`src/rtl/decode_ctrl.sv`:
```
// decode_ctrl: RV32I decode stage -- IF/ID and ID/EX registers, immediate and control decode,
// load-use stall sequencing and branch/jump flushes. Define UTYPE_EN to decode LUI/AUIPC.
module decode_ctrl #(
    parameter int XLEN            = 32,
    parameter int LOAD_USE_STALLS = 1
) (
    input  logic            clk,
    input  logic            reset_n,
    input  logic [XLEN-1:0] InstrF,
    input  logic [XLEN-1:0] PCF,
    input  logic            ValidF,
    input  logic            FlushD,
    input  logic            FlushE,
    input  logic            HoldAll,
    output logic            StallF,
    output logic [2:0]      ImmSrcD,
    output logic            ValidE,
    output logic [XLEN-1:0] PCE,
    output logic [XLEN-1:0] ImmExtE,
    output logic [4:0]      Rs1E,
    output logic [4:0]      Rs2E,
    output logic [4:0]      RdE,
    output logic            RegWriteE,
    output logic            MemWriteE,
    output logic            ALUSrcE,
    output logic            BranchE,
    output logic            JumpE,
    output logic [1:0]      ResultSrcE,
    output logic            IllegalE
);
    typedef enum logic {RUN, STALL} state_t;

    // The hazard cycle itself is the first bubble, so STALL only covers the remaining ones.
    localparam logic [1:0] CNT_INIT = 2'(LOAD_USE_STALLS - 1);
    localparam state_t     HAZ_NEXT = (LOAD_USE_STALLS > 1) ? STALL : RUN;

    state_t          state;
    logic [1:0]      cnt;
    logic            valid_d;
    logic [XLEN-1:0] instr_d;
    logic [XLEN-1:0] pc_d;
    logic [2:0]      imm_src;
    logic [XLEN-1:0] imm_ext;
    logic            illegal;
    logic            reg_write;
    logic            mem_write;
    logic            alu_src;
    logic            branch;
    logic            jump;
    logic [1:0]      result_src;
    logic            use_rs1;
    logic            use_rs2;
    logic            hazard;
    logic            stall;
    logic            bubble;

    // Opcode decode into immediate format, EX controls and source-register usage.
    always_comb begin
        imm_src    = 3'b000;
        illegal    = 1'b0;
        reg_write  = 1'b0;
        mem_write  = 1'b0;
        alu_src    = 1'b0;
        branch     = 1'b0;
        jump       = 1'b0;
        result_src = 2'b00;
        use_rs1    = 1'b0;
        use_rs2    = 1'b0;
        case (instr_d[6:0])
            7'b0000011: begin
                reg_write  = 1'b1;
                alu_src    = 1'b1;
                result_src = 2'b01;
                use_rs1    = 1'b1;
            end
            7'b0010011: begin
                reg_write = 1'b1;
                alu_src   = 1'b1;
                use_rs1   = 1'b1;
            end
            7'b1100111: begin
                reg_write  = 1'b1;
                alu_src    = 1'b1;
                jump       = 1'b1;
                result_src = 2'b10;
                use_rs1    = 1'b1;
            end
            7'b0110011: begin
                reg_write = 1'b1;
                use_rs1   = 1'b1;
                use_rs2   = 1'b1;
            end
            7'b0100011: begin
                imm_src   = 3'b001;
                mem_write = 1'b1;
                alu_src   = 1'b1;
                use_rs1   = 1'b1;
                use_rs2   = 1'b1;
            end
            7'b1100011: begin
                imm_src = 3'b010;
                branch  = 1'b1;
                use_rs1 = 1'b1;
                use_rs2 = 1'b1;
            end
            7'b1101111: begin
                imm_src    = 3'b011;
                reg_write  = 1'b1;
                jump       = 1'b1;
                result_src = 2'b10;
            end
`ifdef UTYPE_EN
            7'b0110111, 7'b0010111: begin
                imm_src   = 3'b100;
                reg_write = 1'b1;
                alu_src   = 1'b1;
            end
`endif
            default: illegal = 1'b1;
        endcase
    end

    // Sign-extended immediate in the decoded format; R-type and illegal fall back to I-form.
    always_comb begin
        case (imm_src)
            3'b001:  imm_ext = {{20{instr_d[31]}}, instr_d[31:25], instr_d[11:7]};
            3'b010:  imm_ext = {{20{instr_d[31]}}, instr_d[7], instr_d[30:25], instr_d[11:8], 1'b0};
            3'b011:  imm_ext = {{12{instr_d[31]}}, instr_d[19:12], instr_d[20], instr_d[30:21], 1'b0};
`ifdef UTYPE_EN
            3'b100:  imm_ext = {instr_d[31:12], 12'b0};
`endif
            default: imm_ext = {{20{instr_d[31]}}, instr_d[31:20]};
        endcase
    end

    assign ImmSrcD = imm_src;
    assign hazard  = ValidE && ResultSrcE == 2'b01 && RdE != 5'd0 && valid_d &&
                     ((use_rs1 && RdE == instr_d[19:15]) || (use_rs2 && RdE == instr_d[24:20]));
    assign stall   = state == STALL || hazard;
    assign bubble  = FlushE || stall || !valid_d;
    assign StallF  = HoldAll || stall;

    // Stall sequencer: a flush kills the dependent instruction, so it cancels any pending bubbles.
    always_ff @(posedge clk or negedge reset_n) begin
        if (!reset_n) begin
            state <= RUN;
            cnt   <= 2'd0;
        end else if (!HoldAll) begin
            if (FlushE) begin
                state <= RUN;
                cnt   <= 2'd0;
            end else if (state == STALL) begin
                state <= (cnt > 2'd1) ? STALL : RUN;
                cnt   <= cnt - 2'd1;
            end else if (hazard) begin
                state <= HAZ_NEXT;
                cnt   <= CNT_INIT;
            end
        end
    end

    // IF/ID register: flush beats stall; the held NOP keeps ImmSrcD benign after reset.
    always_ff @(posedge clk or negedge reset_n) begin
        if (!reset_n) begin
            valid_d <= 1'b0;
            instr_d <= 32'h0000_0013;
            pc_d    <= '0;
        end else if (!HoldAll) begin
            if (FlushD) begin
                valid_d <= 1'b0;
            end else if (!stall) begin
                valid_d <= ValidF;
                instr_d <= InstrF;
                pc_d    <= PCF;
            end
        end
    end

    // ID/EX register: bubbles carry all-zero fields so nothing downstream acts on them.
    always_ff @(posedge clk or negedge reset_n) begin
        if (!reset_n) begin
            ValidE     <= 1'b0;
            PCE        <= '0;
            ImmExtE    <= '0;
            Rs1E       <= 5'd0;
            Rs2E       <= 5'd0;
            RdE        <= 5'd0;
            RegWriteE  <= 1'b0;
            MemWriteE  <= 1'b0;
            ALUSrcE    <= 1'b0;
            BranchE    <= 1'b0;
            JumpE      <= 1'b0;
            ResultSrcE <= 2'b00;
            IllegalE   <= 1'b0;
        end else if (!HoldAll) begin
            ValidE     <= !bubble;
            PCE        <= bubble ? '0 : pc_d;
            ImmExtE    <= bubble ? '0 : imm_ext;
            Rs1E       <= bubble ? 5'd0 : instr_d[19:15];
            Rs2E       <= bubble ? 5'd0 : instr_d[24:20];
            RdE        <= bubble ? 5'd0 : instr_d[11:7];
            RegWriteE  <= !bubble && reg_write;
            MemWriteE  <= !bubble && mem_write;
            ALUSrcE    <= !bubble && alu_src;
            BranchE    <= !bubble && branch;
            JumpE      <= !bubble && jump;
            ResultSrcE <= bubble ? 2'b00 : result_src;
            IllegalE   <= !bubble && illegal;
        end
    end
endmodule
```
`config.mk`:
```
export PLATFORM = sky130hd
export DESIGN_NAME = decode_ctrl
export DESIGN_NICKNAME = d
export VERILOG_FILES = /design/src/rtl/decode_ctrl.sv
export SDC_FILE = /design/constraint.sdc
export NUM_CORES = 1
export LEC_CHECK = 0
export ABC_AREA = 1
export BUFFER_PORTS_ARGS = -buffer_cell sky130_fd_sc_hd__buf_2
export CAP_MARGIN = 20
export CORE_UTILIZATION = 25
export CTS_CLUSTER_SIZE = 10
export DETAILED_ROUTE_END_ITERATION = 16
export GPL_TIMING_DRIVEN = 0
export PLACE_DENSITY = 0.53
export RECOVER_POWER = 50
export SYNTH_ARGS = -nofsm -noshare
export SYNTH_HDL_FRONTEND = slang
export SYNTH_SLANG_ARGS = --single-unit
```
`constraint.sdc`:
```
create_clock -name clk -period 3.8 [get_ports clk]
set_input_delay 0 -clock clk [delete_from_list [all_inputs] [get_ports clk]]
set_output_delay 0 -clock clk [all_outputs]
set_load 0.01 [all_outputs]
```
==> run_results.csv <==
group,metric,value,unit
status,outcome,"finished, violations left",
status,failed_checks,"capacitance limit, slew limit",
grt,grt_pass1_wl,31000,µm
synthesis,synth_top_family_by_area,"simple AND/OR/NAND/NOR gates",
cts,post-cts-setup-buffers,0,
grt,grt_use_met1,20.8,%
synthesis,ys_top_cells_by_area,"sky130_fd_sc_hd__dfrtp_1, sky130_fd_sc_hd__nand2_1, sky130_fd_sc_hd__nand4_1, sky130_fd_sc_hd__o21ai_0, sky130_fd_sc_hd__o21ai_2",
worst_setup_path,worstSetupPathType,"in2async",
sta,min_period,2.65,ns
pwr,power_density_over_the_cells,439,nW/µm²
pwr,leakagePower,4.47,nW
cts,cts_buffers,17,
synthesis,postSynthNetCount,814,
synthesis,post_synth_instance_area,6610,µm²
drt,drc,0,
final_layout,final_core_utilization,34.7,%
grt,antenna_violations_before_repair,2,
cts,tritoncts,"done",
worst_setup_path,r2r_slack,1.27,ns
worst_setup_path,crit-reg2reg-capture,"valid_d",
synthesis,yosysTopAreaCell,"sky130_fd_sc_hd__dfrtp_1",
floorplanning,die_h,165,µm
sta,fin_tns_setup,0,ns
synthesis,synth_xor_xnor_area_share,1.33,%
floorplanning,effective_utilization_at_floorplan,25.4,%
synthesis,synth_top_area_share,53.8,%
drt,drt_first_pass_iters,5,
final_layout,multiInputGateArea,2300,µm²
grt,first_global_vias,5538,
final_layout,layout.cells.most_common_list,"sky130_fd_sc_hd__nand2_1, sky130_fd_sc_hd__dfrtp_1, sky130_fd_sc_hd__clkbuf_1, sky130_fd_sc_hd__buf_2, sky130_fd_sc_hd__inv_1",
worst_setup_path,worstPathMaxFanout,82,
synthesis,synth_simple_gate_area_share,24.3,%
final_layout,most_common_cell_after_layout_fill_and_taps_aside,"sky130_fd_sc_hd__nand2_1",
drt,postRouteWirelength,20000,µm
sta,setup_repair_after_global_routing_missed_its_margin,"false",
pwr,comb_power_share,12.3,%
synthesis,postSynthRegisterBits,145,
drt,drt_first_iter_violations,373,
grt,grt_use_met3,3.79,%
sta,setup_violators_final,0,
sta,max_clock_freq,0.377,GHz
synthesis,synth_sequential_area_ratio,55.0,%
cts,h-tree-depth,4,
sta,worst-slew-pin-transition,2.16,ns
pwr,pwr-share-clk,43.7,%
sta,final-max-slew-violation-count,83,
final_layout,final_layout_size_suffix_gt1_share,20.1,%
worst_setup_path,worst_r2r_path_depth,11,
placement,placement.io_buffers,159,
worst_setup_path,cp.arrival,2.73,ns
sta,timing.final.crit_share,69.8,%
final_layout,finalNonFillerCells,1339,
floorplanning,design.die.area,27100,µm²
drt,via_count,5699,
pwr,power_switching,1.05,mW
final_layout,fillCellCount,2743,
synthesis,total_number_of_yosys_warnings,0,
final_layout,nNetsFinal,1061,
worst_setup_path,ff_to_ff_start,"instr_d[0]",
grt,globalRouteOverflowTotal,0,
drt,ant_nets,0,
final_layout,area.sequential,3630,µm²
floorplanning,die_w,165,µm
grt,global_route.usage.total,15.2,%
sta,max_slew_margin,-44.1,%
synthesis,synthesized_area_fraction_occupied_by_ao_oa_aoi_and_oai_cells,8.92,%
grt,grt_max_degree,83,
synthesis,yosys-mux-area-fraction,0,%
sta,final_hold_viol_count,0,
cts,post_cts.resized_instances,0,
grt,globalRoute.busiestLayer,"met2",
cts,cts_root_buffer,"sky130_fd_sc_hd__clkbuf_16",
cts,cts_buffer_depth,2,
pwr,intPower,2.91,mW
synthesis,netlist-cell-type-count,33,
synthesis,netlist_instances,743,
pwr,power_frac_seq,44.0,%
floorplanning,row_count,59,
drt,via_per_inst,4.26,
run,cap_violations,1,
synthesis,synthesis.area_per_instance,8.89,µm²
drt,routedWlPerCell,14.9,µm
floorplanning,core,26000,µm²
grt,groute.layer.met2.usage,24.2,%
pwr,switching_share,26.6,%
worst_setup_path,worst_setup_path_end_kind,"asynchronous set/reset pin",
worst_setup_path,startpoint_type,"primary input",
sta,final.setup_skew,0.00891,ns
cts,clock_insertion_delay_worst_skew,0.42,ns
placement,finalWeightedCongestion,0.792,
min_path,hold_class,"in2async",
cts,postCtsHoldBufs,68,
pwr,worst_ir_drop_vdd,0.235,mV
cts,clk_pin_slew,0.07,ns
synthesis,yosys.area_share.adder,0.189,%
cts,tritoncts_num_sinks,145,
pwr,totalPowerFinal,3.97,mW
final_layout,synthToLayoutAreaGrowth,36.6,%
worst_setup_path,required,3.88,ns
placement,post-place-cells,1238,
floorplanning,number_of_ports_placed_on_the_die_boundary,162,
placement,dpl.hpwl,14000,µm
-- flip-flops by register name, indices dropped and copies added (netlist names) --
| name | flops |
|---|---|
| RdE | 5 |
| JumpE | 1 |
| RegWriteE | 1 |
| ValidE | 1 |
| IllegalE | 1 |
| PCE | 32 |
| valid_d | 1 |
| ResultSrcE | 2 |
| pc_d | 32 |
| Rs1E | 5 |
| ImmExtE | 21 |
| MemWriteE | 1 |
| instr_d | 32 |
| state | 1 |
| ALUSrcE | 1 |
| Rs2E | 5 |
| cnt | 2 |
| BranchE | 1 |
-- cell families (layout without fill, tap and decap cells) --
group | Yosys count | after routing
AOI/OAI and AO/OA | 94 | 94
DFF | 145 | 145
buffers and inverters | 132 | 391
and+or+nand+nor | 360 | 360
xor gates and xnor gates | 10 | 10
adders and majority gates | 1 | 1
other | 1 | 3
-- per-layer routing --
metal	vias to the layer above	routed length [µm]
met2	134	9290
li1	2875	-
met3	11	853
met4	0	163
met5	-	0
met1	2679	9670
-- how the worst max path moves through the flow --
stage,slack [ns],from,end,depth (start not counted)
after floorplan,2.08,instr_d[1],ImmExtE[11],11
final,1.15,reset_n,pc_d[14],3
after global placement,0.39,reset_n,pc_d[8],1
after global routing,0.59,reset_n,pc_d[14],3
after detailed placement,1.62,instr_d[0],MemWriteE,10
after CTS,1.21,instr_d[0],valid_d,11
-- critical path: stages --
cell	delay, ns
sky130_fd_sc_hd__dlygate4sd3_1	0.54
sky130_fd_sc_hd__buf_6	0.46
sky130_fd_sc_hd__clkbuf_2	1.58
-- cell usage after synthesis (all sizes together) --
library cell / instances
a21oi: 4
buf: 38
clkbuf: 20
conb: 1
dfrtp: 142
dfstp: 3
ha: 1
inv: 74
nand2: 260
nand3: 6
nand3b: 1
nand4: 68
nor2: 21
nor3: 3
nor3b: 1
o21ai: 88
o22ai: 2
xnor2: 5
xor2: 5
-- metrics by stage --
stage	setup WS (ns)	hold slack, ns	cell area, µm²
2_1_floorplan	2.08	-0.296	6610
3_3_place_gp	0.386	0.242	7820
3_5_place_dp	1.62	0.0319	7860
4_1_cts	1.21	0.146	9140
5_1_grt	0.589	0.163	9020
6_report	1.15	0.110	9020
-- cell type report --
class | count | area share [%]
Antenna cell | 2 | 0.0555
Buffer | 58 | 4.44
Clock buffer | 19 | 4.91
Clock inverter | 12 | 1.73
Inverter | 74 | 3.08
Multi-Input combinational cell | 466 | 25.4
Sequential cell | 145 | 40.2
Tap cell | 335 | 4.64
Timing Repair Buffer | 228 | 15.5
-- power groups by stage --
stage                     clock, mW  sequential [mW]  combinational [mW]
final                          1.73             1.74               0.488
after global routing           1.84             1.76               0.559
after detailed placement          0             1.77               0.454
after floorplan                   0             1.76               0.257
after global placement            0             1.77               0.446
after CTS                      1.78             1.74               0.510
Note: power is estimated with default switching activity, not from simulation.
